File: config.mk
export PLATFORM = sky130hd
export DESIGN_NAME = regfile_access_ctrl_flat
export DESIGN_NICKNAME = d
export VERILOG_FILES = /design/src/rtl/regfile_access_ctrl_if.sv /design/src/rtl/regfile_access_ctrl.sv /design/src/flat_wrapper.sv
export SDC_FILE = /design/constraint.sdc
export NUM_CORES = 1
export LEC_CHECK = 0
export CORE_ASPECT_RATIO = 1.75
export CORE_MARGIN = 5
export CORE_UTILIZATION = 37
export DETAILED_ROUTE_END_ITERATION = 10
export PLACE_DENSITY = 0.85
export SLEW_MARGIN = 20
export SYNTH_ARGS = -nofsm -noshare
export SYNTH_HDL_FRONTEND = slang
export SYNTH_SLANG_ARGS = --single-unit
File: constraint.sdc
create_clock -name clk -period 3.4 [get_ports clk]
set_input_delay 0.34 -clock clk [delete_from_list [all_inputs] [get_ports clk]]
set_output_delay 0.34 -clock clk [all_outputs]
set_load 0.02 [all_outputs]
File: src/rtl/regfile_access_ctrl_if.sv
// Operand/writeback bus between regfile_access_ctrl (master) and the
// decode/regfile/ALU side (slave).
interface regfile_access_ctrl_if #(
  parameter int BUS_WIDTH  = 32,
  parameter int ADDR_WIDTH = 15
);
  localparam int RA = ADDR_WIDTH / 3;

  logic                  instr_valid;
  logic                  instr_ready;
  logic [RA-1:0]         instr_rs1;
  logic [RA-1:0]         instr_rs2;
  logic [RA-1:0]         instr_rd;
  logic [BUS_WIDTH-1:0]  instr_imm;
  logic                  instr_use_imm;
  logic                  instr_wb;
  logic                  rs_addr_valid;
  logic [ADDR_WIDTH-1:0] rs1_rs2_rd;
  logic [BUS_WIDTH-1:0]  rs_data;
  logic                  rs_store;
  logic [BUS_WIDTH-1:0]  rs_data_mux;
  logic [BUS_WIDTH-1:0]  imme_data;
  logic                  alu_data_valid;
  logic [BUS_WIDTH-1:0]  alu_data_out;
  logic                  rd_wr_en;
  logic                  op_done;
  logic [BUS_WIDTH-1:0]  wb_data;

  modport master (
    input  instr_valid, instr_rs1, instr_rs2, instr_rd, instr_imm, instr_use_imm, instr_wb,
    input  rs_data, alu_data_valid, alu_data_out,
    output instr_ready, rs_addr_valid, rs1_rs2_rd, rs_store, rs_data_mux, imme_data,
    output rd_wr_en, op_done, wb_data
  );

  modport slave (
    output instr_valid, instr_rs1, instr_rs2, instr_rd, instr_imm, instr_use_imm, instr_wb,
    output rs_data, alu_data_valid, alu_data_out,
    input  instr_ready, rs_addr_valid, rs1_rs2_rd, rs_store, rs_data_mux, imme_data,
    input  rd_wr_en, op_done, wb_data
  );
endinterface

File: src/rtl/regfile_access_ctrl.sv
// Regfile operand/writeback sequencer: address phase, operand A/B streaming, ALU wait, writeback.
// Optional ALU wait timeout with timeout_err output when REGFILE_CTRL_TIMEOUT_EN is defined.
module regfile_access_ctrl #(
  parameter int BUS_WIDTH      = 32,
  parameter int ADDR_WIDTH     = 15,
  parameter int TIMEOUT_CYCLES = 16
) (
  input  logic                   clk,
  input  logic                   rst,
  regfile_access_ctrl_if.master  bus
`ifdef REGFILE_CTRL_TIMEOUT_EN
  ,
  output logic                   timeout_err
`endif
);
  localparam int RA = ADDR_WIDTH / 3;

  if ((ADDR_WIDTH % 3) != 0 || TIMEOUT_CYCLES < 1 || TIMEOUT_CYCLES > 255) begin : g_param_chk
    $error("regfile_access_ctrl: ADDR_WIDTH must split into 3 fields, TIMEOUT_CYCLES in 1..255");
  end

  typedef enum logic [2:0] {
    IDLE, ADDR, RS1, RS2, OPB, WAIT_ALU, WB
  } state_t;

  state_t        state, state_d;
  logic [RA-1:0] rd_q;
  logic          use_imm_q;
  logic          wb_q;
  logic          accept;
  logic          timeout_hit;

  function automatic logic [ADDR_WIDTH-1:0] pack_addr(input logic [RA-1:0] rs1,
                                                      input logic [RA-1:0] rs2,
                                                      input logic [RA-1:0] rd);
    return ADDR_WIDTH'({rs1, rs2, rd});
  endfunction

  assign accept = (state == IDLE) && bus.instr_valid;

`ifdef REGFILE_CTRL_TIMEOUT_EN
  logic [7:0] wait_cnt;

  // Counter reads 0 in the first WAIT_ALU cycle and advances once per cycle spent there.
  always_ff @(posedge clk or posedge rst) begin
    if (rst) begin
      wait_cnt <= '0;
    end else if (state == OPB) begin
      wait_cnt <= '0;
    end else if (state == WAIT_ALU) begin
      wait_cnt <= wait_cnt + 8'd1;
    end
  end

  // A result arriving on the limit cycle takes priority over the timeout.
  assign timeout_hit = (state == WAIT_ALU) && !bus.alu_data_valid &&
                       (wait_cnt == 8'(TIMEOUT_CYCLES));
`else
  assign timeout_hit = 1'b0;
`endif

  always_ff @(posedge clk or posedge rst) begin
    if (rst) state <= IDLE;
    else     state <= state_d;
  end

  always_comb begin
    state_d = state;
    case (state)
      IDLE:     if (bus.instr_valid) state_d = ADDR;
      ADDR:     state_d = RS1;
      RS1:      state_d = RS2;
      RS2:      state_d = OPB;
      OPB:      state_d = WAIT_ALU;
      WAIT_ALU: if (bus.alu_data_valid || timeout_hit) state_d = WB;
      WB:       state_d = IDLE;
      default:  state_d = IDLE;
    endcase
  end

  // Control outputs are decoded from the next state so each one is a clean register.
  always_ff @(posedge clk or posedge rst) begin
    if (rst) begin
      bus.instr_ready   <= 1'b1;
      bus.rs_addr_valid <= 1'b0;
      bus.rs_store      <= 1'b0;
      bus.op_done       <= 1'b0;
      bus.rd_wr_en      <= 1'b0;
    end else begin
      bus.instr_ready   <= (state_d == IDLE);
      bus.rs_addr_valid <= (state_d == ADDR);
      bus.rs_store      <= (state_d == RS2) || (state_d == OPB);
      bus.op_done       <= (state_d == WB);
      bus.rd_wr_en      <= (state_d == WB) && wb_q && (rd_q != '0) && !timeout_hit;
    end
  end

`ifdef REGFILE_CTRL_TIMEOUT_EN
  always_ff @(posedge clk or posedge rst) begin
    if (rst) timeout_err <= 1'b0;
    else     timeout_err <= (state_d == WB) && timeout_hit;
  end
`endif

  always_ff @(posedge clk or posedge rst) begin
    if (rst) begin
      rd_q            <= '0;
      use_imm_q       <= 1'b0;
      wb_q            <= 1'b0;
      bus.rs1_rs2_rd  <= '0;
      bus.imme_data   <= '0;
      bus.rs_data_mux <= '0;
      bus.wb_data     <= '0;
    end else begin
      if (accept) begin
        rd_q           <= bus.instr_rd;
        use_imm_q      <= bus.instr_use_imm;
        wb_q           <= bus.instr_wb;
        bus.rs1_rs2_rd <= pack_addr(bus.instr_rs1, bus.instr_rs2, bus.instr_rd);
        bus.imme_data  <= bus.instr_imm;
      end else if (state_d == IDLE) begin
        bus.rs1_rs2_rd <= '0;
        bus.imme_data  <= '0;
      end

      // Regfile returns R[rs1] during RS1 and R[rs2] during RS2 (one cycle after the strobe).
      case (state)
        RS1:     bus.rs_data_mux <= bus.rs_data;
        RS2:     bus.rs_data_mux <= use_imm_q ? bus.imme_data : bus.rs_data;
        WB:      bus.rs_data_mux <= '0;
        default: ;
      endcase

      if ((state == WAIT_ALU) && bus.alu_data_valid) bus.wb_data <= bus.alu_data_out;
    end
  end
endmodule
File: src/flat_wrapper.sv
// flat-port wrapper written by rule: the top's interface ports become plain ports
module regfile_access_ctrl_flat 
#(
  parameter int BUS_WIDTH      = 32,
  parameter int ADDR_WIDTH     = 15,
  parameter int TIMEOUT_CYCLES = 16
)
  (clk, rst, bus_instr_valid, bus_instr_rs1, bus_instr_rs2, bus_instr_rd, bus_instr_imm, bus_instr_use_imm, bus_instr_wb, bus_rs_data, bus_alu_data_valid, bus_alu_data_out, bus_instr_ready, bus_rs_addr_valid, bus_rs1_rs2_rd, bus_rs_store, bus_rs_data_mux, bus_imme_data, bus_rd_wr_en, bus_op_done, bus_wb_data);
  regfile_access_ctrl_if #(.BUS_WIDTH(BUS_WIDTH), .ADDR_WIDTH(ADDR_WIDTH)) bus_i ();
  input  logic clk;
  input  logic rst;
  input wire logic [$bits(bus_i.instr_valid)-1:0] bus_instr_valid;
  input wire logic [$bits(bus_i.instr_rs1)-1:0] bus_instr_rs1;
  input wire logic [$bits(bus_i.instr_rs2)-1:0] bus_instr_rs2;
  input wire logic [$bits(bus_i.instr_rd)-1:0] bus_instr_rd;
  input wire logic [$bits(bus_i.instr_imm)-1:0] bus_instr_imm;
  input wire logic [$bits(bus_i.instr_use_imm)-1:0] bus_instr_use_imm;
  input wire logic [$bits(bus_i.instr_wb)-1:0] bus_instr_wb;
  input wire logic [$bits(bus_i.rs_data)-1:0] bus_rs_data;
  input wire logic [$bits(bus_i.alu_data_valid)-1:0] bus_alu_data_valid;
  input wire logic [$bits(bus_i.alu_data_out)-1:0] bus_alu_data_out;
  output wire logic [$bits(bus_i.instr_ready)-1:0] bus_instr_ready;
  output wire logic [$bits(bus_i.rs_addr_valid)-1:0] bus_rs_addr_valid;
  output wire logic [$bits(bus_i.rs1_rs2_rd)-1:0] bus_rs1_rs2_rd;
  output wire logic [$bits(bus_i.rs_store)-1:0] bus_rs_store;
  output wire logic [$bits(bus_i.rs_data_mux)-1:0] bus_rs_data_mux;
  output wire logic [$bits(bus_i.imme_data)-1:0] bus_imme_data;
  output wire logic [$bits(bus_i.rd_wr_en)-1:0] bus_rd_wr_en;
  output wire logic [$bits(bus_i.op_done)-1:0] bus_op_done;
  output wire logic [$bits(bus_i.wb_data)-1:0] bus_wb_data;
  assign bus_i.instr_valid = bus_instr_valid;
  assign bus_i.instr_rs1 = bus_instr_rs1;
  assign bus_i.instr_rs2 = bus_instr_rs2;
  assign bus_i.instr_rd = bus_instr_rd;
  assign bus_i.instr_imm = bus_instr_imm;
  assign bus_i.instr_use_imm = bus_instr_use_imm;
  assign bus_i.instr_wb = bus_instr_wb;
  assign bus_i.rs_data = bus_rs_data;
  assign bus_i.alu_data_valid = bus_alu_data_valid;
  assign bus_i.alu_data_out = bus_alu_data_out;
  assign bus_instr_ready = bus_i.instr_ready;
  assign bus_rs_addr_valid = bus_i.rs_addr_valid;
  assign bus_rs1_rs2_rd = bus_i.rs1_rs2_rd;
  assign bus_rs_store = bus_i.rs_store;
  assign bus_rs_data_mux = bus_i.rs_data_mux;
  assign bus_imme_data = bus_i.imme_data;
  assign bus_rd_wr_en = bus_i.rd_wr_en;
  assign bus_op_done = bus_i.op_done;
  assign bus_wb_data = bus_i.wb_data;
  regfile_access_ctrl #(.BUS_WIDTH(BUS_WIDTH), .ADDR_WIDTH(ADDR_WIDTH), .TIMEOUT_CYCLES(TIMEOUT_CYCLES)) u_core (.clk(clk), .rst(rst), .bus(bus_i));
endmodule
==> results.toml, run 1 <==
[status]
status = "complete, no violations"

[clock_network]
post_cts_resize_count = 0
path_clk_slew_ns = 0.06
numClockSinks = 126
holdBufCountCts = 0
clkLatencyLatePin_ns = 0.40
cts_setup_buffers = 0
root_buffer = "clkbuf_16"
cts_tree = "done"
clk_path_buf_depth = 2
cts_htree_levels = 4
cts_made_buffers = 17

[sta]
grt_setup_unrepaired = "false"
timing.fmax_mhz = 441
setup_slack_ns = 1.13
final_hold_slack_ns = 0.366
worst_pin_slew_ns = 0.949
maxSlewHeadroom_pct = 36.6
timing_hold_violations_final = 0
post-route-period-util_pct = 66.7
finClkSkew_ns = 0.00859
setup-tns-final_ns = 0
period_minus_slack_ns = 2.27
slew_viol_final = 0
timing.final.setup_violations = 0

[critical_path]
cp_data_arrival_time_ns = 2.61
regToRegEndpoint = "u_core.bus.imme_data[31]"
timing.critical_path.from_type = "flip-flop"
regToRegSetupSlack_ns = 1.13
critical_path.reg2reg.startpoint = "u_core.state[2]"
required_ns = 3.74
worst-r2r-cell-count = 4
critical_path.max_fanout = 41
critical_path.endpoint_type = "flip-flop"
crit_start = "u_core.state[2]"
setup.worst_path.class = "reg2reg"

[floorplan]
die-width_um = 97.2
floorplan.initialDensity_pct = 37.8
top_level_ports = 233
die_y_um = 163
fp.dieArea_mm2 = 0.0158
core_area_mm2 = 0.0130
rows = 55

[placed_design]
hpwl_um = 11500
placedCellCount = 741
place.gp.congestion = 0.801
placed_area_mm2 = 0.00734
post-place-ws_ns = 1.13
port_buffers = 232

[synth]
ys_seq_area_share_pct = 64.1
synth.cell_area_mm2 = 0.00492
synth_top_cell_by_area = "dfrtp_1"
synthesis.instances = 362
ys_seq_elements = 126
synth_async_sr_flop_share_pct = 100
postSynth.topFlopCell = "dfrtp_1"
synth-edff-count = 0
synth_cell_types = 31
yosys.area.top_type_share_pct = 63.6
synth.yosys.warnings = 0
synth.top_cells.by_area = "dfrtp_1 64%, a22o_1 8.4%, mux2_2 8.0%, a22oi_1 4.7%, a21oi_1 3.3%"
synthesis.nets = 479
post_synthesis_mean_instance_area_um2 = 13.6

[hold_path]
worstHoldPathType = "in2async"

[final_layout]
num-nets-final = 706
final_std_cell_area_no_fill_mm2 = 0.00795
final_cell_mix = "232 x clkdlybuf4s50_1, 125 x dfrtp_1, 47 x a22o_1"
fraction_of_final_layout_cells_sized_beyond_drive_strength_1_pct = 14.0
antenna_cells = 0
area.growth.synth_to_final_pct = 61.6
final_core_utilization_pct = 61.1
num-fill-cells = 984
most_common_library_cell_in_the_layout_ignoring_fill_and_taps = "clkdlybuf4s50_1"
layoutNonFillerInstCount = 773

[power_and_ir_drop]
power_density_mw_per_mm2 = 1000
ir_worst_vdd_uv = 479
fin_total_pwr_mw = 7.99
static-leakage-power_nw = 3.42

[global_route]
grt_use_total_pct = 19.9
grt_start_max_net_pins = 63
first_global_vias = 4225
grt_remaining_overflow = 0
grt_pass1_wl_um = 24300
grt_antenna_before_repair = 0

[job]
maxCapViolCount = 0

[detailed_routing]
antenna_left = 0
totalWireLength_um = 15600
detail_route.vias_per_cell = 5.07
drc = 0
routed_wire_length_per_instance_um = 20.2
number_of_iterations_in_the_first_detailed_routing_pass = 5
detail_route.iter0.violations = 144
vias = 3916
state kept, by name (all words and copies together), names as in the netlist, 3 cells and up:
| name | count |
|---|---|
| u_core.bus.imme_data | 32 |
| u_core.bus.rs_data_mux | 32 |
| u_core.bus.rs1_rs2_rd | 15 |
| u_core.state | 3 |
| u_core.rd_q | 5 |
| u_core.bus.wb_data | 32 |
layer usage:
metal | track usage [%] | wire length (um) | up-vias
met3 | 5.10 | 817 | 29
li1 | - | - | 1783
met2 | 35.7 | 8640 | 165
met5 | 0 | 0 | -
met4 | 8.75 | 469 | 0
met1 | 22.0 | 5690 | 1939
critical path: stages (launching register included):
cell     delay, ns
dfrtp_1       0.59
nor3_4        0.32
and2_2        0.77
buf_4         0.35
a22o_1        0.16
synth_stat cells (2+ instances only):
| library cell | instances |
|---|---|
| buf_6 | 6 |
| inv_1 | 3 |
| o21ai_0 | 3 |
| dfrtp_1 | 125 |
| clkbuf_1 | 3 |
| a22o_1 | 47 |
| nor2_1 | 33 |
| buf_4 | 5 |
| mux2_4 | 2 |
| buf_2 | 16 |
| mux2_2 | 35 |
| nand2_1 | 3 |
| mux2_1 | 2 |
| a22oi_1 | 31 |
| a21oi_1 | 32 |
where the power goes:
| part | leakage (nW) | switching, mW | total [mW] | internal [mW] |
|---|---|---|---|---|
| combinational | 1.55 | 1.86 | 3.56 | 1.71 |
| sequential | 1.57 | 0.455 | 2.59 | 2.14 |
| clock | 0.292 | 0.663 | 1.83 | 1.16 |
| total | 3.42 | 2.98 | 7.99 | 5.01 |
area by class of cell:
| cell class | instances | area (um2) | share of cell area (%) |
|---|---|---|---|
| flip-flops and latches | 126 | 3150 | 39.7 |
| repair buffers | 238 | 2380 | 29.9 |
| multi-input cells | 203 | 1580 | 19.8 |
| clock buffers | 21 | 480 | 6.04 |
| well taps | 171 | 214 | 2.69 |
| clock inverters | 11 | 131 | 1.65 |
| inverters | 3 | 15.0 | 0.189 |
worst max-delay path by stage:
stage                                to  slack [ns]  depth (start not counted)
4_1_cts        u_core.bus.imme_data[31]        1.11                          4
3_3_place_gp    u_core.bus.imme_data[3]        1.22                          4
6_report       u_core.bus.imme_data[31]        1.13                          4
5_1_grt         u_core.bus.imme_data[0]        0.99                          4
2_1_floorplan   u_core.bus.imme_data[0]        1.51                          1
3_5_place_dp    u_core.bus.imme_data[0]        1.13                          4
cells by family after synthesis:
kind of cell	share of synthesized area, %
AOI/OAI and AO/OA	17.9
muxes	9.28
xor gates and xnor gates	0.178
DFF	64.1
and+or+nand+nor	4.30
buffers and inverters	4.22
(Power assumes the default switching activity.)
==> run 2: changes to the inputs <==
==> constraint.sdc (replaced) <==
create_clock -name clk -period 1.8 [get_ports clk]
set_input_delay 0.18 -clock clk [delete_from_list [all_inputs] [get_ports clk]]
set_output_delay 0.18 -clock clk [all_outputs]
set_load 0.02 [all_outputs]
==> run 2 against run 1 <==
Net effect: clock power up 110%; design area increased by 2.2%; combinational power is 98% higher; critical path type is now reg2out; sequential power grew 84%; final cell count up 1.4%; critical endpoint is now bus_instr_ready; first-iteration DRC count grew 4.9%; global-route usage shrank 0.31 points; hold slack worse by 0.13 ns; setup slack lost 1.0 ns; non-clock buffer count is 11 higher.
==> results.toml, run 2 (same netlist as run 1, synthesis figures left out) <==
[final_layout]
most_common_library_cell_in_the_layout_ignoring_fill_and_taps = "clkdlybuf4s50_1"
largest_registers = "u_core.bus.imme_data: 32 flops, u_core.bus.rs_data_mux: 32 flops, u_core.bus.wb_data: 32 flops"
num-fill-cells = 954
final_std_cell_area_no_fill_mm2 = 0.00813
fraction_of_final_layout_cells_sized_beyond_drive_strength_1_pct = 15.5
area.growth.synth_to_final_pct = 65.2
antenna_cells = 0
layoutNonFillerInstCount = 784
num-nets-final = 717
final_cell_mix = "232 x clkdlybuf4s50_1, 125 x dfrtp_1, 47 x a22o_1"

[floorplan]
fp.dieArea_mm2 = 0.0158
die-width_um = 97.2
rows = 55
die_y_um = 163
top_level_ports = 233
floorplan.initialDensity_pct = 37.8
core_area_mm2 = 0.0130

[power_and_ir_drop]
static-leakage-power_nw = 3.51
power.clock.fraction_pct = 24.6
combinationalPowerShare_pct = 45.0
p_int_mw = 10.0
power.net_switching_mw = 5.68
sw_frac_of_total_pct = 36.2
ir_worst_vdd_uv = 1100
power_density_mw_per_mm2 = 1930
seqPwrFrac_pct = 30.4
fin_total_pwr_mw = 15.7

[global_route]
grt_pass1_wl_um = 24000
grt_antenna_before_repair = 2
first_global_vias = 4330
grt_start_max_net_pins = 103
grt_use_total_pct = 19.5
grt_remaining_overflow = 0

[critical_path]
setup.worst_path.class = "reg2out"
critical_path.slowest_cell = "clkdlybuf4s50_1"
required_ns = 1.62
cp_top_family = "buffers and inverters"
path_buf_inv = 1
critical_path.endpoint_type = "primary output"
regToRegSetupSlack_ns = 0.19
timing.critical_path.from_type = "flip-flop"
cell_breakdown_of_the_critical_path = "clkdlybuf4s50_1"
regToRegEndpoint = "u_core.bus.imme_data[13]"
cp_data_arrival_time_ns = 1.52
critical_path.reg2reg.startpoint = "u_core.state[2]"
largest_stage_delay_on_the_critical_path_ns = 0.60
critical_path.max_fanout = 1
worst-r2r-cell-count = 4

[clock_network]
cts_tree = "done"
cts_htree_levels = 4
holdBufCountCts = 0
clk_path_buf_depth = 2
clkLatencyLatePin_ns = 0.41
root_buffer = "clkbuf_16"
numClockSinks = 126
post_cts_resize_count = 0
path_clk_slew_ns = 0.06
cts_setup_buffers = 0
cts_made_buffers = 17

[detailed_routing]
detail_route.vias_per_cell = 5.06
antenna_left = 0
number_of_iterations_in_the_first_detailed_routing_pass = 4
totalWireLength_um = 15400
vias = 3966
routed_wire_length_per_instance_um = 19.6
drc = 0
detail_route.iter0.violations = 151

[sta]
post-route-period-util_pct = 94.5
setup_slack_ns = 0.0992
period_minus_slack_ns = 1.70
finClkSkew_ns = 0.0120
worst_pin_slew_ns = 0.590
timing.fmax_mhz = 588
setup-tns-final_ns = 0
maxSlewHeadroom_pct = 60.7
grt_setup_unrepaired = "false"
timing_hold_violations_final = 0
slew_viol_final = 0
timing.final.setup_violations = 0

[hold_path]
worstHoldPathType = "in2async"

[placed_design]
place.gp.congestion = 0.793
post-place-ws_ns = 0.192
placed_area_mm2 = 0.00746
port_buffers = 232
placedCellCount = 752
hpwl_um = 11500

[job]
maxCapViolCount = 0

[status]
status = "complete, no violations"
[run 2: cell types whose count changed in the layout (fill, tap and decap cells not counted), moves of 2 or more]
cell,before,now
bufinv_16,2,5
buf_4,5,13
buf_12,1,4
inv_6,2,4
clkbuf_8,4,1
[run 2: power by group through the flow]
stage | logic, mW | registers [mW] | clock network [mW]
finish | 7.05 | 4.76 | 3.86
global route | 7.50 | 4.92 | 4.06
CTS | 7.14 | 4.77 | 3.93
detailed placement | 7.11 | 4.80 | 0
global placement | 6.90 | 4.73 | 0
floorplan | 2.58 | 5.97 | 0
[run 2: cell type report]
type / count / area (um2) / area share, %
repair buffers: 249 / 2500 / 30.8
clock buffers: 18 / 439 / 5.40
inverters: 3 / 15.0 / 0.185
multi-input cells: 203 / 1580 / 19.4
flip-flops and latches: 126 / 3150 / 38.8
clock inverters: 14 / 229 / 2.82
well taps: 171 / 214 / 2.63
[run 2: worst max-delay path by stage]
stage                                start                       end  depth (start not counted)
floorplan                              rst   u_core.bus.imme_data[0]                          1
global placement           u_core.state[2]  u_core.bus.imme_data[12]                          4
detailed placement         u_core.state[2]  u_core.bus.rs1_rs2_rd[9]                          4
CTS                 u_core.bus.instr_ready           bus_instr_ready                          1
global route        u_core.bus.instr_ready           bus_instr_ready                          1
finish              u_core.bus.instr_ready           bus_instr_ready                          1
[run 2: metal layers]
| layer | vias up | share of wire, % | GRT usage [%] |
|---|---|---|---|
| met2 | 159 | 54 | 35.2 |
| met3 | 33 | 5.8 | 5.62 |
| li1 | 1808 | - | - |
| met1 | 1962 | 37 | 21.0 |
| met5 | - | 0.18 | 0 |
| met4 | 4 | 3.0 | 9.14 |
[run 2: through the flow]
step | hold slack, ns | util, %
2_1_floorplan | 0.312 | -
3_3_place_gp | 0.473 | 57.4
3_5_place_dp | 0.480 | 57.4
4_1_cts | 0.220 | 62.5
5_1_grt | 0.266 | 62.5
6_report | 0.231 | 62.5
==> run 3: changes to the inputs <==
--- a/config.mk
+++ b/config.mk
@@ -5,12 +5,12 @@
 export SDC_FILE = /design/constraint.sdc
 export NUM_CORES = 1
 export LEC_CHECK = 0
+export ABC_CLOCK_PERIOD_IN_PS = 1800
 export CORE_ASPECT_RATIO = 1.75
 export CORE_MARGIN = 5
 export CORE_UTILIZATION = 37
 export DETAILED_ROUTE_END_ITERATION = 10
 export PLACE_DENSITY = 0.85
-export SLEW_MARGIN = 20
 export SYNTH_ARGS = -nofsm -noshare
 export SYNTH_HDL_FRONTEND = slang
 export SYNTH_SLANG_ARGS = --single-unit
==> results of run 3 <==
No change in the layout: final DEF, timing and power equal those of run 2.
